--- config.mk ---
export PLATFORM = sky130hd
export DESIGN_NAME = video_timing_gen
export DESIGN_NICKNAME = d
export VERILOG_FILES = /design/src/rtl/video_timing_gen.sv
export SDC_FILE = /design/constraint.sdc
export NUM_CORES = 1
export LEC_CHECK = 0
export BUFFER_PORTS_ARGS = -buffer_cell sky130_fd_sc_hd__buf_2
export CAP_MARGIN = 15
export CORE_AREA = 3 3 190 192
export DETAILED_ROUTE_END_ITERATION = 8
export DIE_AREA = 0 0 193 195
export PLACE_DENSITY_LB_ADDON = 0.08
export SETUP_SLACK_MARGIN = 0.4
export SLEW_MARGIN = 10
export SYNTH_ARGS = -nofsm -noshare
export SYNTH_HDL_FRONTEND = slang
export SYNTH_SLANG_ARGS = --single-unit
--- constraint.sdc ---
create_clock -name i_clk -period 5.5 [get_ports i_clk]
set_input_delay 0.275 -clock i_clk [delete_from_list [all_inputs] [get_ports i_clk]]
set_output_delay 0.275 -clock i_clk [all_outputs]
set_load 0.02 [all_outputs]
--- src/rtl/video_timing_gen.sv ---
// Parametrised raster timing generator: sync, data-enable, coordinates and
// frame/line strobes, with a mode-change handshake applied at frame wrap.
module video_timing_gen #(
  parameter int unsigned HW         = 13,
  parameter int unsigned VW         = 12,
  parameter int unsigned FW         = 16,
  parameter int unsigned H_ACTIVE   = 1920,
  parameter int unsigned H_SYNC_STA = 2008,
  parameter int unsigned H_SYNC_END = 2052,
  parameter int unsigned H_TOTAL    = 2200,
  parameter int unsigned V_ACTIVE   = 1080,
  parameter int unsigned V_SYNC_STA = 1084,
  parameter int unsigned V_SYNC_END = 1089,
  parameter int unsigned V_TOTAL    = 1125,
  parameter bit          HS_POL     = 1'b1,
  parameter bit          VS_POL     = 1'b1
) (
  input  logic          i_clk,
  input  logic          i_rst,
  input  logic          i_ce,
  input  logic          i_cfg_valid,
  output logic          o_cfg_ready,
  input  logic [HW-1:0] i_cfg_h_active,
  input  logic [HW-1:0] i_cfg_h_sync_sta,
  input  logic [HW-1:0] i_cfg_h_sync_end,
  input  logic [HW-1:0] i_cfg_h_total,
  input  logic [VW-1:0] i_cfg_v_active,
  input  logic [VW-1:0] i_cfg_v_sync_sta,
  input  logic [VW-1:0] i_cfg_v_sync_end,
  input  logic [VW-1:0] i_cfg_v_total,
  output logic          o_cfg_ack,
  output logic          o_cfg_err,
  output logic          o_hs,
  output logic          o_vs,
  output logic          o_de,
  output logic [HW-1:0] o_x,
  output logic [VW-1:0] o_y,
  output logic          o_line_start,
  output logic          o_frame_start,
  output logic          o_vblank_start,
  output logic [FW-1:0] o_frame
);

  typedef struct packed {
    logic [HW-1:0] h_active;
    logic [HW-1:0] h_sync_sta;
    logic [HW-1:0] h_sync_end;
    logic [HW-1:0] h_total;
    logic [VW-1:0] v_active;
    logic [VW-1:0] v_sync_sta;
    logic [VW-1:0] v_sync_end;
    logic [VW-1:0] v_total;
  } mode_t;

  localparam mode_t DEFAULT_MODE = '{
    h_active:   HW'(H_ACTIVE),
    h_sync_sta: HW'(H_SYNC_STA),
    h_sync_end: HW'(H_SYNC_END),
    h_total:    HW'(H_TOTAL),
    v_active:   VW'(V_ACTIVE),
    v_sync_sta: VW'(V_SYNC_STA),
    v_sync_end: VW'(V_SYNC_END),
    v_total:    VW'(V_TOTAL)
  };

  mode_t         mode_q, mode_d;
  mode_t         shadow_q, shadow_d;
  mode_t         cfg_in;
  logic          pending_q, pending_d;
  logic          applied_q, applied_d;
  logic [HW-1:0] h_q, h_d;
  logic [VW-1:0] v_q, v_d;
  logic          hs_q, hs_d;
  logic          vs_q, vs_d;
  logic          de_q, de_d;
  logic [HW-1:0] x_q, x_d;
  logic [VW-1:0] y_q, y_d;
  logic          line_start_q, line_start_d;
  logic          frame_start_q, frame_start_d;
  logic          vblank_start_q, vblank_start_d;
  logic [FW-1:0] frame_q, frame_d;
  logic          ack_q, ack_d;
  logic          err_q, err_d;

  logic cfg_fire, cfg_legal;
  logic h_last, v_last, h_in_active, v_in_active, at_origin;

  assign cfg_in = '{
    h_active:   i_cfg_h_active,
    h_sync_sta: i_cfg_h_sync_sta,
    h_sync_end: i_cfg_h_sync_end,
    h_total:    i_cfg_h_total,
    v_active:   i_cfg_v_active,
    v_sync_sta: i_cfg_v_sync_sta,
    v_sync_end: i_cfg_v_sync_end,
    v_total:    i_cfg_v_total
  };

  // A legal mode also guarantees total-1 fits the counter width.
  assign cfg_legal = (cfg_in.h_active != '0)
                  && (cfg_in.h_active   <  cfg_in.h_sync_sta)
                  && (cfg_in.h_sync_sta <  cfg_in.h_sync_end)
                  && (cfg_in.h_sync_end <= cfg_in.h_total)
                  && (cfg_in.v_active != '0)
                  && (cfg_in.v_active   <  cfg_in.v_sync_sta)
                  && (cfg_in.v_sync_sta <  cfg_in.v_sync_end)
                  && (cfg_in.v_sync_end <= cfg_in.v_total);

  assign cfg_fire    = i_cfg_valid && !pending_q;
  assign h_last      = (h_q == mode_q.h_total - HW'(1));
  assign v_last      = (v_q == mode_q.v_total - VW'(1));
  assign h_in_active = (h_q < mode_q.h_active);
  assign v_in_active = (v_q < mode_q.v_active);
  assign at_origin   = (h_q == '0) && (v_q == '0);

  always_comb begin
    // NOTE: every _d gets a default first so no path leaves it unassigned
    // (which would infer a latch); strobes default low so they last one cycle.
    mode_d         = mode_q;
    shadow_d       = shadow_q;
    pending_d      = pending_q;
    applied_d      = applied_q;
    h_d            = h_q;
    v_d            = v_q;
    hs_d           = hs_q;
    vs_d           = vs_q;
    de_d           = de_q;
    x_d            = x_q;
    y_d            = y_q;
    frame_d        = frame_q;
    line_start_d   = 1'b0;
    frame_start_d  = 1'b0;
    vblank_start_d = 1'b0;
    ack_d          = 1'b0;
    err_d          = 1'b0;

    if (i_ce) begin
      de_d           = h_in_active && v_in_active;
      x_d            = (h_in_active && v_in_active) ? h_q : '0;
      y_d            = v_in_active ? v_q : '0;
      hs_d           = ((h_q >= mode_q.h_sync_sta) && (h_q < mode_q.h_sync_end)) ? HS_POL : ~HS_POL;
      vs_d           = ((v_q >= mode_q.v_sync_sta) && (v_q < mode_q.v_sync_end)) ? VS_POL : ~VS_POL;
      line_start_d   = (h_q == '0);
      frame_start_d  = at_origin;
      vblank_start_d = (h_q == '0) && (v_q == mode_q.v_active);
      if (at_origin) frame_d = frame_q + FW'(1);
      // The ack is deferred to the first pixel of the frame the new mode drives.
      if (applied_q && at_origin) begin
        ack_d     = 1'b1;
        applied_d = 1'b0;
      end

      if (h_last) begin
        h_d = '0;
        if (v_last) begin
          v_d = '0;
          if (pending_q) begin
            mode_d    = shadow_q;
            pending_d = 1'b0;
            applied_d = 1'b1;
          end
        end else begin
          v_d = v_q + VW'(1);
        end
      end else begin
        h_d = h_q + HW'(1);
      end
    end

    // Uses the pre-edge pending flag, so a transfer on a wrap cycle waits a frame.
    if (cfg_fire) begin
      if (cfg_legal) begin
        shadow_d  = cfg_in;
        pending_d = 1'b1;
      end else begin
        err_d = 1'b1;
      end
    end
  end

  // NOTE: sequential state uses non-blocking assignments only, so every flop
  // samples its _d value from before the edge regardless of statement order.
  always_ff @(posedge i_clk or negedge i_rst) begin
    if (!i_rst) begin
      mode_q         <= DEFAULT_MODE;
      shadow_q       <= DEFAULT_MODE;
      pending_q      <= 1'b0;
      applied_q      <= 1'b0;
      h_q            <= '0;
      v_q            <= '0;
      hs_q           <= ~HS_POL;
      vs_q           <= ~VS_POL;
      de_q           <= 1'b0;
      x_q            <= '0;
      y_q            <= '0;
      line_start_q   <= 1'b0;
      frame_start_q  <= 1'b0;
      vblank_start_q <= 1'b0;
      frame_q        <= '0;
      ack_q          <= 1'b0;
      err_q          <= 1'b0;
    end else begin
      mode_q         <= mode_d;
      shadow_q       <= shadow_d;
      pending_q      <= pending_d;
      applied_q      <= applied_d;
      h_q            <= h_d;
      v_q            <= v_d;
      hs_q           <= hs_d;
      vs_q           <= vs_d;
      de_q           <= de_d;
      x_q            <= x_d;
      y_q            <= y_d;
      line_start_q   <= line_start_d;
      frame_start_q  <= frame_start_d;
      vblank_start_q <= vblank_start_d;
      frame_q        <= frame_d;
      ack_q          <= ack_d;
      err_q          <= err_d;
    end
  end

  assign o_cfg_ready    = !pending_q;
  assign o_cfg_ack      = ack_q;
  assign o_cfg_err      = err_q;
  assign o_hs           = hs_q;
  assign o_vs           = vs_q;
  assign o_de           = de_q;
  assign o_x            = x_q;
  assign o_y            = y_q;
  assign o_line_start   = line_start_q;
  assign o_frame_start  = frame_start_q;
  assign o_vblank_start = vblank_start_q;
  assign o_frame        = frame_q;

endmodule

== Yosys cells after proc, flatten, opt, wreduce, memory -nomap -nowiden ==
Index checks and enable logic that the tools add are counted.

* Reductions and logical operators: 23
* Order comparisons: 12
* Muxes and demuxes: 22
* Eq/ne operators: 3
* $add $sub $neg: 5

{| class="wikitable"
|+ Operator list
! kind !! count
|-
| $lt 13x13->1 || 4
|-
| $lt 12x12->1 || 4
|-
| $mux 13 || 2
|-
| $eq 12x12->1 || 2
|-
| $mux 12 || 2
|-
| $mux 1 || 18
|-
| $add 16x1->16 const B || 1
|-
| $logic_and 1x1->1 || 14
|-
| $add 13x1->13 const B || 1
|-
| $eq 13x13->1 || 1
|-
| $ge 13x13->1 || 1
|-
| $le 13x13->1 || 1
|-
| $logic_not 13->1 || 1
|-
| $reduce_bool 13->1 || 1
|-
| $sub 13x1->13 const B || 1
|-
| $add 12x1->12 const B || 1
|-
| $ge 12x12->1 || 1
|-
| $le 12x12->1 || 1
|-
| $logic_not 12->1 || 1
|-
| $reduce_bool 12->1 || 1
|-
| $sub 12x1->12 const B || 1
|-
| $reduce_and 2->1 || 3
|-
| $reduce_and 4->1 || 1
|-
| $logic_not 1->1 || 1
|}

* Output and inout bits: 50
* Flip-flop bits (word level): 276
* Bits of input ports: 104
* Logic and storage cells: 96

== Logic depth before layout (Yosys ltp) ==
Gate-level depths: netlist (run 1).

* Depth after elaboration: 10
* Depth in mapped cells: 13
* Gate-level depth less buffers: 10

== Least setup slack after synthesis (run 1) ==
Ideal clock, no wire load.

* Path kind: register to register
* Start point: register mode_q[48] (netlist bit)
* End point: register mode_q[13] (netlist bit)
* Arrival time: 3419 ps
* Clock period less this slack: 3544 ps
* Library setup time: 125 ps
* Stages on the path, launching flop included: 14
* Required time: 5375 ps
* Buffers on the path: 3
* Slack: 1956 ps
* Path through: dfrtp_1 > inv_1 > ha_1 > or4b_4 > or4b_1 > and3_1 > o31a_1 > a2111oi_4 > and2_1 > buf_2 > nand3_2 > buf_6 > buf_6 > mux2_4

* Cells in the longest elaborated chain, start to end: 3

{| class="wikitable"
|+ RTL lines
! what !! line !! source
|-
| from (decl) || 66 || <nowiki>mode_t mode_q, mode_d;</nowiki>
|-
| from (signal assigned) || 203 || <nowiki>mode_q <= mode_d;</nowiki>
|-
| $sub 13x1->13 || 110 || <nowiki>assign h_last = (h_q == mode_q.h_total - HW'(1));</nowiki>
|-
| $eq 13x13->1 || 110 ||
|-
| $reduce_and 4->1 (no source line) || - ||
|}

No other way between the ends.
A chain may end at the register's enable or synchronous reset.

== Worst setup path after layout (run 1) ==
* Start point: register mode_q[48] (netlist bit)
* End point: register mode_q[1] (netlist bit)

Same word-level chain as after synthesis.

==> results.md, run 1 <==
* Final min period at 4.24 ns
* Startpoint types: flop
* Status: complete, no violations
* Drt initial violations at 464
* Total global-route track usage at 0.205
* Hold wc startpoint: i_cfg_v_sync_sta[7]
* Final setup viols at 0
* Largest net degree at the start of global routing at 115
* Initial core utilization at 0.449
* Total power at 5.90 mW
* Clk_lat worst skew at 0.55 ns
* Hold Vio Cnt, Final at 0
* Worst hold slack at 0.0161 ns
* Num Clock Sinks at 276
* DR vias at 10600
* Vias per inst at 5.25
* Width of the die at 193 um
* Crit path arrival time at 4.67 ns
* Number of H-tree levels at 1
* Number of max-cap violations at 0
* Max FO, Critical Path at 101
* TritonCTS buffer count at 31
* Synth async-reset ratio at 1.00
* PwrDens at 319 nW/um^2
* Post-route DRC at 0
* Post-synthesis sequential area ratio at 0.450
* First-pass GRT wire length at 61.3 mm
* Period utilization at 0.772
* Total congestion overflow at 0
* FF+latch count, synth at 276
* Layout area overhead at 19.1%
* Critical Path Source: mode_q[48]
* # diodes at 0
* Post-Syn Area per Cell at 11.6 sq um
* Core Area at 34500 sq um
* Die area at 37600 sq um
* CP required at 5.93 ns
* Syn nets at 1591
* Setup TNS at 0 ns
* Worst Tran Pin Value at 0.868 ns
* Cells after synthesis at 1337
* Final net count at 1802
* Post-CTS Setup Inserts at 0
* Clock slew seen by the registers of the worst setup and hold paths at 0.06 ns
* Root Driver: clkbuf_16
* Synth Flop Type: dfrtp_1
* RSZ-0062 raised after global routing: no
* Reg2Reg Launch Point: mode_q[48]
* Max clock buf depth at 3
* FP Rows at 68
* Final setup skew at 0.00902 ns
* Yosys warnings at 0
* Layout cell share with drive strength beyond 1 at 0.310
* Mapped cell area at 15500 sq um
* I/O pin cnt at 154
* Gpl congestion at 0.801
* DR WL/cell at 18.7 um
* Maximum operating frequency at 236 MHz
* Critical path type: reg2reg
* Maximum vdd drop at 0.265 mV
* Die height at 195 um
* CTS tree: yes
* Number of port buffers at 153
* Post-DP HPWL at 27.7 mm
* Max-slew violations at 0
* Crit end category: flop
* Slew margin rel. at 0.421
* Vias in the first global route at 10800
* WL final at 38.0 mm
* Number of synthesized flops with an enable pin at 0
* Cell variety after synth at 65
* Initial antenna violation count at 0
* Hold WC Path Type: in2reg
* Antenna viol nets, final at 0
* Pre-antenna DRT Iters at 5
* Leakage power figure at 9.24 nW
## synthesized netlist by cell type, types with 19 or more instances
cell type | number | share of area
mux2_2 | 101 | 0.073
xnor2_1 | 33 | 0.019
a21oi_1 | 35 | 0.011
dfstp_2 | 68 | 0.12
nor2_1 | 53 | 0.013
nand4_1 | 24 | 0.0097
xor2_1 | 20 | 0.011
o21ai_0 | 40 | 0.013
ha_1 | 150 | 0.12
nand2_1 | 42 | 0.010
nand3_1 | 23 | 0.0074
a21o_1 | 26 | 0.013
dfrtp_1 | 208 | 0.34
mux2_4 | 89 | 0.086
nor4_1 | 19 | 0.0077
inv_1 | 163 | 0.039
clkbuf_1 | 34 | 0.0082
## timing repair
action | in CTS | in global routing
setup endpoints to repair | 0 | 0
gates resized for setup | 0 | 0
hold buffers | 59 | 0
hold endpoints to repair | 150 | 0
## power by group
| part | switching, mW | leakage [nW] | internal, mW |
|---|---|---|---|
| Clock | 0.844 | 0.552 | 1.44 |
| Sequential | 0.269 | 3.50 | 2.50 |
| Combinational | 0.361 | 5.19 | 0.488 |
| Total | 1.47 | 9.24 | 4.43 |
## layout by cell type, fill, tap and decap left out, drive strengths merged, types with 5 or more instances in the layout
master,n
mux2,201
nor4,19
xor2,20
nand4,24
ha,150
xnor2,33
dfrtp,208
o31ai,7
clkbuf,38
a211oi,7
nor3,17
nand2b,12
dfstp,68
a22o,14
a21o,26
a21oi,35
a32o,14
and3,17
buf,166
nand3,24
nand2,42
dlygate4sd3,59
o21ai,40
a2111oi,7
clkinv,8
bufinv,8
a31oi,6
nor2b,8
o21a,9
inv,164
nor2,53
or4,5
## worst max-delay path, cell delays in order (launching register included)
cell	delay, ns
dfrtp_1	0.43
inv_1	0.08
ha_1	0.19
or4b_4	0.51
or4b_1	0.50
and3_1	0.17
o31a_1	0.34
a2111oi_4	0.42
and2_1	0.52
nand3_4	0.13
buf_12	0.29
mux2_1	0.42
## state kept, by name, indices dropped and copies added, names as in the netlist
register        cells
o_de                1
o_frame            16
o_cfg_err           1
h_q                13
o_vs                1
o_vblank_start      1
o_x                13
shadow_q          100
pending_q           1
v_q                12
mode_q            100
o_line_start        1
o_hs                1
o_cfg_ack           1
o_frame_start       1
applied_q           1
o_y                12
## area by class of cell
class | instances | area, sq um
timing repair buffer | 225 | 1490
tap | 455 | 569
multi-input combinational | 851 | 7690
sequential | 276 | 6990
clock inverter | 19 | 312
inverter | 163 | 612
clock buffer | 38 | 822
fill | 3126 | 16100
## cells by family (layout without fill, tap and decap cells)
kind of cell | Yosys count | after routing | synth area share
flip-flops | 276 | 276 | 0.450
AND/OR/NAND/NOR | 250 | 250 | 0.0862
buffers and inverters | 210 | 445 | 0.0558
multiplexers | 201 | 201 | 0.167
AO/OA/AOI/OAI | 197 | 197 | 0.0895
adder cells (fa/ha/maj) | 150 | 150 | 0.121
XOR/XNOR | 53 | 53 | 0.0299
## stage by stage
step | instances | cell area (sq um) | setup slack, ns | utilization
5_1_grt | 2027 | 18500 | 1.04 | 0.535
6_report | 2027 | 18500 | 1.26 | 0.535
4_1_cts | 2027 | 18500 | 1.29 | 0.535
3_3_place_gp | 1911 | 16800 | 1.40 | 0.485
3_5_place_dp | 1911 | 16800 | 1.32 | 0.485
2_1_floorplan | 1337 | 15500 | 1.96 | -
## layer usage
| metal | vias to the layer above | track usage | part of all wire |
|---|---|---|---|
| li1 | 5177 | - | - |
| met1 | 5255 | 0.319 | 0.51 |
| met2 | 180 | 0.309 | 0.44 |
| met3 | 37 | 0.0233 | 0.035 |
| met4 | 0 | 0.0386 | 0.014 |
| met5 | - | 0 | 0 |
## final timing paths
check	to	slack (ns)	cells past startpoint
max	mode_q[1]	1.26	11
min	shadow_q[31]	0.02	2
max reg2reg	mode_q[1]	1.26	11
min reg2reg	o_frame[15]	0.47	1
max in group asynchronous	shadow_q[42]	3.79	3
min in group asynchronous	mode_q[54]	0.39	2
(Power assumes the default switching activity.)
==> run 2: changes to the inputs <==
==> constraint.sdc (replaced) <==
create_clock -name i_clk -period 3.6 [get_ports i_clk]
set_input_delay 0.18 -clock i_clk [delete_from_list [all_inputs] [get_ports i_clk]]
set_output_delay 0.18 -clock i_clk [all_outputs]
set_load 0.02 [all_outputs]
==> run 2 against run 1 <==
Largest power group unchanged. Hold slack got worse by 0.0012 ns. Sequential cell count stayed put. Highest routed layer unchanged. Fmax increased by 25%. Final cell count is 4.1% higher. Clock skew is 0.0051 ns higher. Clock power rose by 35%. Power grew 47%. First-iteration DRC count is 6.0% higher. Die area stayed put. Routed wire length rose by 8.1%. Register-to-register slack got worse by 1.0 ns. Setup slack worse by 1.0 ns.
==> results.md, run 2 (synthesized netlist as in run 1, its figures left out) <==
* Status: complete, no violations (unchanged)
* Core Area at 34500 sq um (unchanged)
* Total global-route track usage at 0.216 (was 0.205)
* Hold WC Path Type: in2reg (unchanged)
* TritonCTS buffer count at 30 (was 31)
* Gpl congestion at 0.815 (was 0.801)
* Post-DP HPWL at 28.3 mm (was 27.7 mm)
* Most frequent cells in the layout: dfrtp_1 (208), inv_1 (163), buf_2 (152) (unchanged)
* Antenna viol nets, final at 0 (unchanged)
* I/O pin cnt at 154 (unchanged)
* Pre-antenna DRT Iters at 5 (unchanged)
* Vias in the first global route at 11000 (was 10800)
* Final setup viols at 0 (unchanged)
* Total power at 8.70 mW (was 5.90 mW)
* DR WL/cell at 19.4 um (was 18.7 um)
* Crit end category: flop (unchanged)
* Post-layout util at 0.564 (was 0.535)
* Worst R2R End: mode_q[61] (was mode_q[1])
* Layout cell share with drive strength beyond 1 at 0.325 (was 0.310)
* Worst Tran Pin Value at 0.839 ns (was 0.868 ns)
* FP Rows at 68 (unchanged)
* Width of the die at 193 um (unchanged)
* Die height at 195 um (unchanged)
* Layout area overhead at 25.6% (was 19.1%)
* Die area at 37600 sq um (unchanged)
* CP required at 4.04 ns (was 5.93 ns)
* # diodes at 0 (unchanged)
* Reg2Reg Setup Slack at 0.21 ns (was 1.26 ns)
* Final net count at 1887 (was 1802)
* PwrDens at 446 nW/um^2 (was 319 nW/um^2)
* Post-route DRC at 0 (unchanged)
* Hold Vio Cnt, Final at 0 (unchanged)
* Max clock buf depth at 3 (unchanged)
* Vias per inst at 5.24 (was 5.25)
* Number of port buffers at 153 (unchanged)
* Commonest non-fill, non-tap cell in the layout: dfrtp_1 (unchanged)
* Critical path type: reg2reg (unchanged)
* Largest net degree at the start of global routing at 108 (was 115)
* Leakage power figure at 9.77 nW (was 9.24 nW)
* Root Driver: clkbuf_16 (unchanged)
* Sequential Area at 6990 sq um (unchanged)
* Final min period at 3.39 ns (was 4.24 ns)
* Startpoint types: flop (unchanged)
* Hold endpoint: h_q[4] (was shadow_q[31])
* Multi-input logic area at 7760 sq um (was 7690 sq um)
* Period utilization at 0.941 (was 0.772)
* Crit path arrival time at 3.82 ns (was 4.67 ns)
* Final instance area at 19500 sq um (was 18500 sq um)
* WL final at 41.1 mm (was 38.0 mm)
* Max-slew violations at 0 (unchanged)
* R2R cell count at 12 (was 11)
* Initial antenna violation count at 0 (unchanged)
* Setup TNS at 0 ns (unchanged)
* Worst Hold Depth at 3 (was 2)
* Max FO, Critical Path at 8 (was 101)
* Maximum operating frequency at 295 MHz (was 236 MHz)
* DP Area at 17000 sq um (was 16800 sq um)
* Clock slew seen by the registers of the worst setup and hold paths at 0.06 ns (about the same)
* CTS tree: yes (unchanged)
* First-pass GRT wire length at 63.8 mm (was 61.3 mm)
* Number of max-cap violations at 0 (unchanged)
* Slew margin rel. at 0.441 (was 0.421)
* Pre-CTS WS at 0.0497 ns (was 1.32 ns)
* Total congestion overflow at 0 (unchanged)
* Drt initial violations at 492 (was 464)
* Setup WS post-layout at 0.214 ns (was 1.26 ns)
* Fillers at 2982 (was 3126)
* Reg2Reg Launch Point: mode_q[49] (was mode_q[48])
* Num Clock Sinks at 276 (unchanged)
* Hold wc startpoint: i_ce (was i_cfg_v_sync_sta[7])
* DR vias at 11100 (was 10600)
* Number of H-tree levels at 1 (unchanged)
* Initial core utilization at 0.449 (unchanged)
* Final setup skew at 0.0141 ns (was 0.00902 ns)
* Maximum vdd drop at 0.377 mV (was 0.265 mV)
* Clk_lat worst skew at 0.56 ns (was 0.55 ns)
* RSZ-0062 raised after global routing: yes (was no)
run 2: changes by cell type in the layout (fill, tap and decap cells not counted), moves of 3 or more:
cell	delta
buf_16	+8
bufinv_16	-6
mux2_4	+7
dlygate4sd3_1	+42
buf_4	+24
clkbuf_1	+4
buf_12	+6
o21ai_1	+3
clkbuf_8	+4
o21ai_0	-3
clkbuf_16	+5
mux2_1	-7
run 2: per-layer routing:
metal | vias to the layer above | global-route usage | part of all wire
met5 | - | 0 | 0
met2 | 214 | 0.333 | 0.44
met3 | 46 | 0.0239 | 0.041
met4 | 0 | 0.0362 | 0.013
li1 | 5358 | - | -
met1 | 5446 | 0.333 | 0.50
run 2: cell type report:
type	instances	share of cell area
clock buffers	46	0.0458
multi-input cells	851	0.398
well taps	455	0.0292
inverters	163	0.0314
clock inverters	9	0.00488
flip-flops and latches	276	0.359
repair buffers	311	0.132
run 2: where the power goes:
group / switching [mW] / internal (mW) / total [mW]
Combinational: 0.643 / 0.814 / 1.46
Clock: 1.24 / 1.84 / 3.08
Sequential: 0.343 / 3.82 / 4.17
Total: 2.23 / 6.47 / 8.70
run 2: per-stage QoR:
step | cells | hold slack (ns)
5_1_grt | 2111 | 0.0149
6_report | 2111 | 0.0149
2_1_floorplan | 1337 | -0.116
4_1_cts | 2102 | 0.000894
3_5_place_dp | 1935 | 0.314
3_3_place_gp | 1935 | 0.316
run 2: worst max path at each step:
stage                     from         end  slack, ns  cells past startpoint
finish              mode_q[49]  mode_q[61]       0.21                     12
global route        mode_q[48]  mode_q[11]        0.1                     12
CTS                 mode_q[49]  mode_q[11]       0.17                     12
detailed placement  mode_q[49]  mode_q[73]       0.05                     11
global placement    mode_q[49]  mode_q[99]       0.11                     11
floorplan           mode_q[48]  mode_q[13]       0.24                     13
run 2: what timing repair did:
item                                    CTS  global route
hold buffers                            100             1
endpoints found under the setup margin  109           113
setup buffers                             6             3
pin swaps                                 2             1
resized for setup                        10            14
endpoints found under the hold margin   187             1
cloned                                    6             5
run 2: worst max-delay path, cell delays in order (launching register included):
cell and delay (ns):
dfrtp_1 0.37, inv_1 0.06, ha_2 0.16, or4b_4 0.50, or4b_1 0.47, and3_1 0.18
o31a_1 0.28, a2111oi_4 0.23, and2_4 0.22, nand3_4 0.10, buf_12 0.19, clkbuf_16 0.19
mux2_4 0.30
